$ cat src/rtl/cdc_sync_filter.sv
// cdc_sync_filter
// Multi-channel level synchroniser. Each channel has a DEPTH-stage flop chain
// and a glitch filter: the synchronised level must disagree with the output for
// FILTER consecutive cycles before the output follows it.
// Channels are independent bits. The block gives no multi-bit coherency.
// Optional macro CDC_SYNC_EDGE_EN: when defined, adds registered one-cycle
// rise/fall pulses per channel and a combined 'changed' flag. When undefined,
// rise/fall/changed are tied to zero and 'o' timing is unchanged.
module cdc_sync_filter #(
   parameter int               WIDTH     = 8,
   parameter int               DEPTH     = 3,
   parameter int               FILTER    = 4,
   parameter logic [WIDTH-1:0] RESET_VAL = {WIDTH{1'b0}}
) (
   input  logic             clk,
   input  logic             rst_n,
   input  logic [WIDTH-1:0] i,
   output logic [WIDTH-1:0] o,
   output logic [WIDTH-1:0] rise,
   output logic [WIDTH-1:0] fall,
   output logic             changed
);

   // Counter only needs to reach FILTER-1; keep at least one bit so FILTER=1 elaborates.
   localparam int            CW      = (FILTER > 1) ? $clog2(FILTER) : 1;
   localparam logic [CW-1:0] CNT_MAX = CW'(FILTER - 1);

   // Reject parameter values that would make the chain or filter meaningless.
   generate
      if (DEPTH < 2) begin : g_bad_depth
         $error("cdc_sync_filter: DEPTH must be >= 2");
      end
      if (FILTER < 1) begin : g_bad_filter
         $error("cdc_sync_filter: FILTER must be >= 1");
      end
   endgenerate

   (* keep = "true" *) logic [WIDTH-1:0] stage_reg [DEPTH];
   logic [WIDTH-1:0] sync;
   logic [WIDTH-1:0] o_reg;
   logic [WIDTH-1:0] o_next;

   assign sync = stage_reg[DEPTH-1];
   assign o    = o_reg;

   // Synchroniser chain: shift the raw inputs through DEPTH flops.
   always_ff @(posedge clk or negedge rst_n) begin
      if (!rst_n) begin
         for (int k = 0; k < DEPTH; k++) begin
            stage_reg[k] <= RESET_VAL;
         end
      end else begin
         stage_reg[0] <= i;
         for (int k = 1; k < DEPTH; k++) begin
            stage_reg[k] <= stage_reg[k-1];
         end
      end
   end

   genvar gi;
   generate
      for (gi = 0; gi < WIDTH; gi++) begin : g_chan
         logic [CW-1:0] cnt_reg;
         logic [CW-1:0] cnt_next;
         logic          differ;
         logic          done;

         assign differ = sync[gi] ^ o_reg[gi];
         assign done   = differ && (cnt_reg == CNT_MAX);

         // Count consecutive disagreeing cycles; any agreement or an accepted change restarts from 0.
         always_comb begin
            cnt_next = '0;
            if (differ && !done) begin
               cnt_next = cnt_reg + CW'(1);
            end
         end

         // Per-channel stability counter.
         always_ff @(posedge clk or negedge rst_n) begin
            if (!rst_n) begin
               cnt_reg <= '0;
            end else begin
               cnt_reg <= cnt_next;
            end
         end

         assign o_next[gi] = done ? sync[gi] : o_reg[gi];
      end
   endgenerate

   // Filtered output register.
   always_ff @(posedge clk or negedge rst_n) begin
      if (!rst_n) begin
         o_reg <= RESET_VAL;
      end else begin
         o_reg <= o_next;
      end
   end

`ifdef CDC_SYNC_EDGE_EN
   logic [WIDTH-1:0] rise_reg;
   logic [WIDTH-1:0] fall_reg;

   // Edge pulses registered alongside o so they line up with the new output value.
   always_ff @(posedge clk or negedge rst_n) begin
      if (!rst_n) begin
         rise_reg <= '0;
         fall_reg <= '0;
      end else begin
         rise_reg <= o_next & ~o_reg;
         fall_reg <= ~o_next & o_reg;
      end
   end

   assign rise    = rise_reg;
   assign fall    = fall_reg;
   assign changed = |(rise_reg | fall_reg);
`else
   assign rise    = '0;
   assign fall    = '0;
   assign changed = 1'b0;
`endif

endmodule

$ cat config.mk
export PLATFORM = sky130hd
export DESIGN_NAME = cdc_sync_filter
export DESIGN_NICKNAME = d
export VERILOG_FILES = /design/src/rtl/cdc_sync_filter.sv
export SDC_FILE = /design/constraint.sdc
export NUM_CORES = 1
export LEC_CHECK = 0
export ABC_CLOCK_PERIOD_IN_PS = 1250
export CELL_PAD_IN_SITES_DETAIL_PLACEMENT = 0
export CELL_PAD_IN_SITES_GLOBAL_PLACEMENT = 1
export CORE_MARGIN = 2
export CORE_UTILIZATION = 25
export CTS_CLUSTER_DIAMETER = 120
export DETAILED_ROUTE_END_ITERATION = 6
export PLACE_DENSITY = 0.51
export SLEW_MARGIN = 15
export SYNTH_ARGS = -nofsm -noshare
export SYNTH_HDL_FRONTEND = slang
export SYNTH_SLANG_ARGS = --single-unit
$ cat constraint.sdc
create_clock -name clk -period 1.25 [get_ports clk]
set_input_delay 0.125 -clock clk [delete_from_list [all_inputs] [get_ports clk]]
set_output_delay 0.125 -clock clk [all_outputs]
set_load 0.02 [all_outputs]
==> impl_metrics.json, run 1 <==
{
  "result_of_the_run": "completed",
  "drt-initial-drc-count": 15,
  "period_share_pct": 92.4,
  "first_global_vias": 924,
  "grt_antenna_before_repair": 0,
  "synthesis.area_mm2": 0.00173,
  "postCtsSetupBuffers": 0,
  "clock_insertion_delay_worst_skew_ps": 290,
  "layout_setup_ws_ps": 94.6,
  "post-place-cells": 205,
  "cts_htree_levels": 2,
  "cts.path.max_buffers": 2,
  "antennaDiodeCount": 0,
  "synthDominantAreaCellType": "sky130_fd_sc_hd__dfrtp_1",
  "fmax_ghz": 0.866,
  "maxcap_violations": 0,
  "seq_area_frac_synth_pct": 69.3,
  "critical_path.endpoint_type": "output pin",
  "cell_count_after_synthesis": 106,
  "clock_period_minus_worst_slack_ps": 1160,
  "vdd_ir_drop_max_mv": 0.499,
  "synth_top_area_share_pct": 69.3,
  "placement.io_buffers": 17,
  "rsz0062_at_grt": "false",
  "timing.final.hold_violations": 0,
  "holdPathStages": 1,
  "drt-pass1-iter-count": 2,
  "clk_transition_reported_paths_ps": 80,
  "wire_length_of_the_first_global_routing_pass_um": 4260,
  "p_leak_nw": 0.956,
  "critPathRequiredTime_ps": 1120,
  "hold_path.class": "input pin to flop",
  "final.setup.tns_ps": 0,
  "final_cells": 213,
  "chipHeight_um": 87.3,
  "post_route_cells_drive_above_1_share_pct": 20.3,
  "gr-total-overflow": 0,
  "worst-path-stages": 1,
  "cts_tree": "yes",
  "timing.final.max_slew_violations": 0,
  "netlist-cell-type-count": 8,
  "place_ws_ps": 129,
  "critical-path-slowest-cell": "sky130_fd_sc_hd__dfrtp_1",
  "floorplan.die.width_um": 87.3,
  "timing.critical_path.cells": "dlygate4sd2_1",
  "crit_fanout": 3,
  "critPathTopFamily": "flip-flops",
  "critical_path.startpoint_type": "flop",
  "worst_ep_arrival_time_ps": 1030,
  "place_congestion": 0.684,
  "fill_count": 665,
  "synthToLayoutAreaGrowth_pct": 19.0,
  "floorplan.die_area_mm2": 0.00761,
  "initial_core_util_pct": 25.6,
  "cts-buffers-inserted": 5,
  "drt-wirelength-per-cell_um": 10.9,
  "placeableCoreArea_mm2": 0.00676,
  "post-route-drc-count": 0,
  "finish.net_count": 151,
  "numClockSinks": 48,
  "worst_clock_skew_ps": 6.27,
  "antenna_violating_nets_post_route": 0,
  "timing.setup.critical_path_class": "flop to output pin",
  "worst-r2r-cell-count": 2,
  "viasPerCell": 3.75,
  "crit_path_buffers_inverters": 1,
  "syn_avg_cell_area_um2": 16.3,
  "clk_root_buffer_cell": "sky130_fd_sc_hd__clkbuf_8",
  "num_rows": 30,
  "via_count": 798,
  "power_per_cell_area_mw_per_mm2": 2090,
  "synth_area_leaders": "sky130_fd_sc_hd__dfrtp_1 69%, sky130_fd_sc_hd__buf_4 7.4%, sky130_fd_sc_hd__ha_1 5.8%",
  "synth-seq-cells": 48,
  "grt_util_overall_pct": 7.23,
  "top_level_ports": 35,
  "setup_viol": 0,
  "dp_hpwl_um": 1730,
  "power_w": 0.00430,
  "finalWirelength_um": 2320,
  "timing.critical_path.slowest_cell_delay_ps": 410,
  "grt_max_degree": 21,
  "ys_warn_count": 0
}
[path summary, 6_finish.rpt]
check | startpoint | to | slack (ps)
setup / recovery | o[2] | o[2] | 90
hold / removal | i[2] | stage_reg[18] | 270
setup reg to reg | g_chan[4].cnt_reg[0] | o[4] | 180
hold reg to reg | stage_reg[8] | sync[0] | 350
max in group asynchronous | rst_n | sync[3] | 480
min in group asynchronous | rst_n | sync[7] | 300
[metrics by stage]
stage	hold slack (ps)	instance area (um2)	utilization, %
CTS	252	2060	30.5
detailed placement	94.9	1970	29.1
global route	260	2060	30.5
finish	269	2060	30.5
floorplan	-171	1790	-
global placement	90.4	1970	29.1
[metal layers]
metal	GRT usage (%)	routed length, um	part of all wire, %
met1	8.52	969	42
met2	11.6	1210	52
met3	3.13	132	5.7
met4	2.94	12	0.52
met5	0	0	0
[layout make-up]
type	instances	area (um2)	share of cell area [%]
sequential	48	1200	58.3
multi-input combinational	57	464	22.5
timing repair buffer	21	200	9.71
tap	80	100	4.85
clock buffer	7	96.3	4.67
[Yosys cell counts]
cell type                 count
sky130_fd_sc_hd__xnor2_1      8
sky130_fd_sc_hd__nor3b_2      8
sky130_fd_sc_hd__ha_1         8
sky130_fd_sc_hd__mux2_2       8
sky130_fd_sc_hd__nor3_1       8
sky130_fd_sc_hd__conb_1       1
sky130_fd_sc_hd__buf_4       17
sky130_fd_sc_hd__dfrtp_1     48
[kinds of logic (layout without fill, tap and decap cells)]
kind of cell | after synthesis | after routing | share of synthesized area, %
XOR/XNOR | 8 | 8 | 4.04
adder cells (fa/ha/maj) | 8 | 8 | 5.78
multiplexers | 8 | 8 | 5.20
other | 1 | 17 | 0.216
buffers and inverters | 17 | 28 | 7.36
AND/OR/NAND/NOR | 16 | 16 | 8.09
flip-flops | 48 | 48 | 69.3
[repair_timing]
action	in CTS	in global routing
hold buffers	1	0
endpoints found under the setup margin	8	0
endpoints found under the hold margin	15	0
gates resized for setup	8	0
[power breakdown]
part | internal (W) | switching [W] | leakage [nW]
clock network | 0.000493 | 0.000463 | 0.0503
registers | 0.00193 | 0.000220 | 0.582
logic | 0.000610 | 0.000590 | 0.324
total | 0.00303 | 0.00127 | 0.956
[layout by cell type (no fill, tap or decap)]
master                            Yosys  routed
sky130_fd_sc_hd__dlygate4sd2_1        0       8
sky130_fd_sc_hd__mux2_2               8       8
sky130_fd_sc_hd__clkbuf_8             0       7
sky130_fd_sc_hd__ha_1                 8       8
sky130_fd_sc_hd__buf_2                0       1
sky130_fd_sc_hd__clkdlybuf4s50_1      0       8
sky130_fd_sc_hd__dlygate4sd3_1        0       1
sky130_fd_sc_hd__xnor2_1              8       8
sky130_fd_sc_hd__nor3_1               8       8
sky130_fd_sc_hd__dfrtp_1             48      48
sky130_fd_sc_hd__conb_1               1      17
sky130_fd_sc_hd__buf_12               0       1
sky130_fd_sc_hd__buf_4               17       2
sky130_fd_sc_hd__nor3b_2              8       8
Power figures use the tool's default switching activity.
==> inputs of run 2 (changes only) <==
--- a/config.mk
+++ b/config.mk
@@ -6,13 +6,13 @@
 export NUM_CORES = 1
 export LEC_CHECK = 0
 export ABC_CLOCK_PERIOD_IN_PS = 1250
-export CELL_PAD_IN_SITES_DETAIL_PLACEMENT = 0
+export CELL_PAD_IN_SITES_DETAIL_PLACEMENT = 1
 export CELL_PAD_IN_SITES_GLOBAL_PLACEMENT = 1
 export CORE_MARGIN = 2
-export CORE_UTILIZATION = 25
+export CORE_UTILIZATION = 30
 export CTS_CLUSTER_DIAMETER = 120
 export DETAILED_ROUTE_END_ITERATION = 6
-export PLACE_DENSITY = 0.51
+export PLACE_DENSITY = 0.59
 export SLEW_MARGIN = 15
 export SYNTH_ARGS = -nofsm -noshare
 export SYNTH_HDL_FRONTEND = slang
==> run 2 against run 1 <==
Non-clock buffer count down 1. Sequential share of layout area up 0.54 points. Critical path depth unchanged. Global-route usage up 1.7 points. Fmax down 0.62%. Critical path type unchanged. Largest cell class unchanged. Die area down 16%. Clock-buffer cell count down 1.
==> impl_metrics.json, run 2 (same netlist as run 1, synthesis figures left out) <==
{
  "result_of_the_run": "completed",
  "clock_period_minus_worst_slack_ps": 1160,
  "place_congestion": 0.634,
  "antennaDiodeCount": 0,
  "placeableCoreArea_mm2": 0.00554,
  "clock_insertion_delay_worst_skew_ps": 290,
  "power.share.sequential_pct": 48.9,
  "vdd_ir_drop_max_mv": 0.963,
  "mostFrequentLayoutCell": "sky130_fd_sc_hd__dfrtp_1",
  "critPathTopFamily": "flip-flops",
  "antenna_violating_nets_post_route": 0,
  "whs_ps": 265,
  "cell_internal_power_w": 0.00312,
  "floorplan.die.width_um": 80,
  "drt-pass1-iter-count": 2,
  "postCtsSetupBuffers": 0,
  "place_ws_ps": 117,
  "floorplan.die_area_mm2": 0.00640,
  "drt-initial-drc-count": 37,
  "p_switching_w": 0.00129,
  "met2WireLength_um": 1340,
  "fmax_ghz": 0.860,
  "drt-wirelength-per-cell_um": 11.8,
  "top_level_ports": 35,
  "grt_antenna_before_repair": 0,
  "timing.setup.critical_path_class": "flop to output pin",
  "clk_transition_reported_paths_ps": 80,
  "finalWirelength_um": 2410,
  "post-route-drc-count": 0,
  "crit_path_buffers_inverters": 1,
  "numClockSinks": 48,
  "fill_count": 590,
  "critical_path.startpoint_type": "flop",
  "via_count": 826,
  "period_share_pct": 93.0,
  "critical_path.endpoint_type": "output pin",
  "power.switching_fraction_pct": 29.2,
  "post_route_cells_drive_above_1_share_pct": 19.5,
  "final_cells": 205,
  "hold_path.class": "input pin to flop",
  "power.share.combinational_pct": 26.9,
  "worst_ep_arrival_time_ps": 1040,
  "critical-path-slowest-cell": "sky130_fd_sc_hd__dfrtp_1",
  "most-common-layout-cells": "48 x sky130_fd_sc_hd__dfrtp_1, 17 x sky130_fd_sc_hd__conb_1",
  "final.setup.tns_ps": 0,
  "setup_viol": 0,
  "timing.final.max_slew_violations": 0,
  "initial_core_util_pct": 31.3,
  "worst_clock_skew_ps": 4.48,
  "timing.critical_path.slowest_cell_delay_ps": 420,
  "synthToLayoutAreaGrowth_pct": 17.9,
  "post-place-cells": 196,
  "cts-buffers-inserted": 5,
  "num_rows": 27,
  "first_global_vias": 910,
  "maxcap_violations": 0,
  "layout_setup_ws_ps": 87.5,
  "wire_length_of_the_first_global_routing_pass_um": 4220,
  "cts.path.max_buffers": 2,
  "rsz0062_at_grt": "false",
  "timing.final.hold_violations": 0,
  "crit_fanout": 3,
  "routed-wl-met3_um": 139,
  "timing.critical_path.cells": "dlygate4sd2_1",
  "chipHeight_um": 80,
  "clk_root_buffer_cell": "sky130_fd_sc_hd__clkbuf_8",
  "cts_htree_levels": 2,
  "grt_max_degree": 27,
  "power.clock.fraction_pct": 24.2,
  "cts_tree": "yes",
  "viasPerCell": 4.03,
  "detail_route.wirelength.met1_um": 893,
  "placement.io_buffers": 17,
  "dp_hpwl_um": 1780,
  "critPathRequiredTime_ps": 1120,
  "finish.net_count": 150,
  "grt_util_overall_pct": 8.93,
  "p_leak_nw": 0.952,
  "power_per_cell_area_mw_per_mm2": 2160,
  "gr-total-overflow": 0,
  "top_layer": "met4"
}
==> run 2: cell count changes in the layout (fill, tap and decap cells not counted) <==
cell and change:
sky130_fd_sc_hd__clkbuf_1 +1, sky130_fd_sc_hd__buf_12 -1, sky130_fd_sc_hd__clkbuf_8 -2, sky130_fd_sc_hd__clkinv_2 +1, sky130_fd_sc_hd__bufinv_16 +1
==> run 2: layout make-up <==
type | count | area (um2) | share of cell area, %
sequential | 48 | 1200 | 58.8
multi-input combinational | 57 | 464 | 22.7
timing repair buffer | 20 | 180 | 8.82
tap | 72 | 90.1 | 4.41
clock buffer | 6 | 72.6 | 3.55
clock inverter | 2 | 35.0 | 1.71
==> run 2: power groups by stage <==
stage,Sequential (W),Combinational (W),Clock [W]
6_report,0.00216,0.00119,0.00107
5_1_grt,0.00222,0.00135,0.00118
4_1_cts,0.00217,0.00122,0.00112
3_5_place_dp,0.00221,0.00130,0
3_3_place_gp,0.00216,0.00123,0
2_1_floorplan,0.00231,0.000733,0
==> run 2: worst reg2reg max path: stages, from the launching register on <==
cell and delay (ps):
sky130_fd_sc_hd__dfrtp_1 370, sky130_fd_sc_hd__ha_1 240, sky130_fd_sc_hd__mux2_2 350
==> run 2: through the flow <==
stage | power, W | cell area, um2 | util (%)
2_1_floorplan | 0.00304 | 1790 | -
3_3_place_gp | 0.00339 | 1940 | 34.9
3_5_place_dp | 0.00351 | 1940 | 34.9
4_1_cts | 0.00450 | 2040 | 36.9
5_1_grt | 0.00474 | 2040 | 36.9
6_report | 0.00441 | 2040 | 36.9
==> run 2: per-layer routing <==
metal | global-route usage (%) | vias to the layer above
li1 | - | 372
met1 | 9.84 | 428
met2 | 15.1 | 21
met3 | 3.85 | 5
met4 | 3.56 | 0
met5 | 0 | -
==> run 2: path summary, 6_finish.rpt <==
| kind | startpoint | to | slack (ps) | cells after the start |
|---|---|---|---|---|
| worst min-delay path | i[0] | stage_reg[16] | 260 | 1 |
| worst max register to register | g_chan[6].cnt_reg[0] | o[6] | 180 | 2 |
| worst min register to register | stage_reg[11] | sync[3] | 350 | 0 |
| worst max-delay path | o[7] | o[7] | 90 | 1 |
| max in group asynchronous | rst_n | stage_reg[15] | 640 | 3 |
| min in group asynchronous | rst_n | g_chan[6].cnt_reg[1] | 350 | 3 |
==> run 2: timing repair <==
action,CTS,global route
endpoints found under the hold margin,48,0
hold buffers,1,0
gates resized for setup,8,0
setup endpoints to repair,8,0
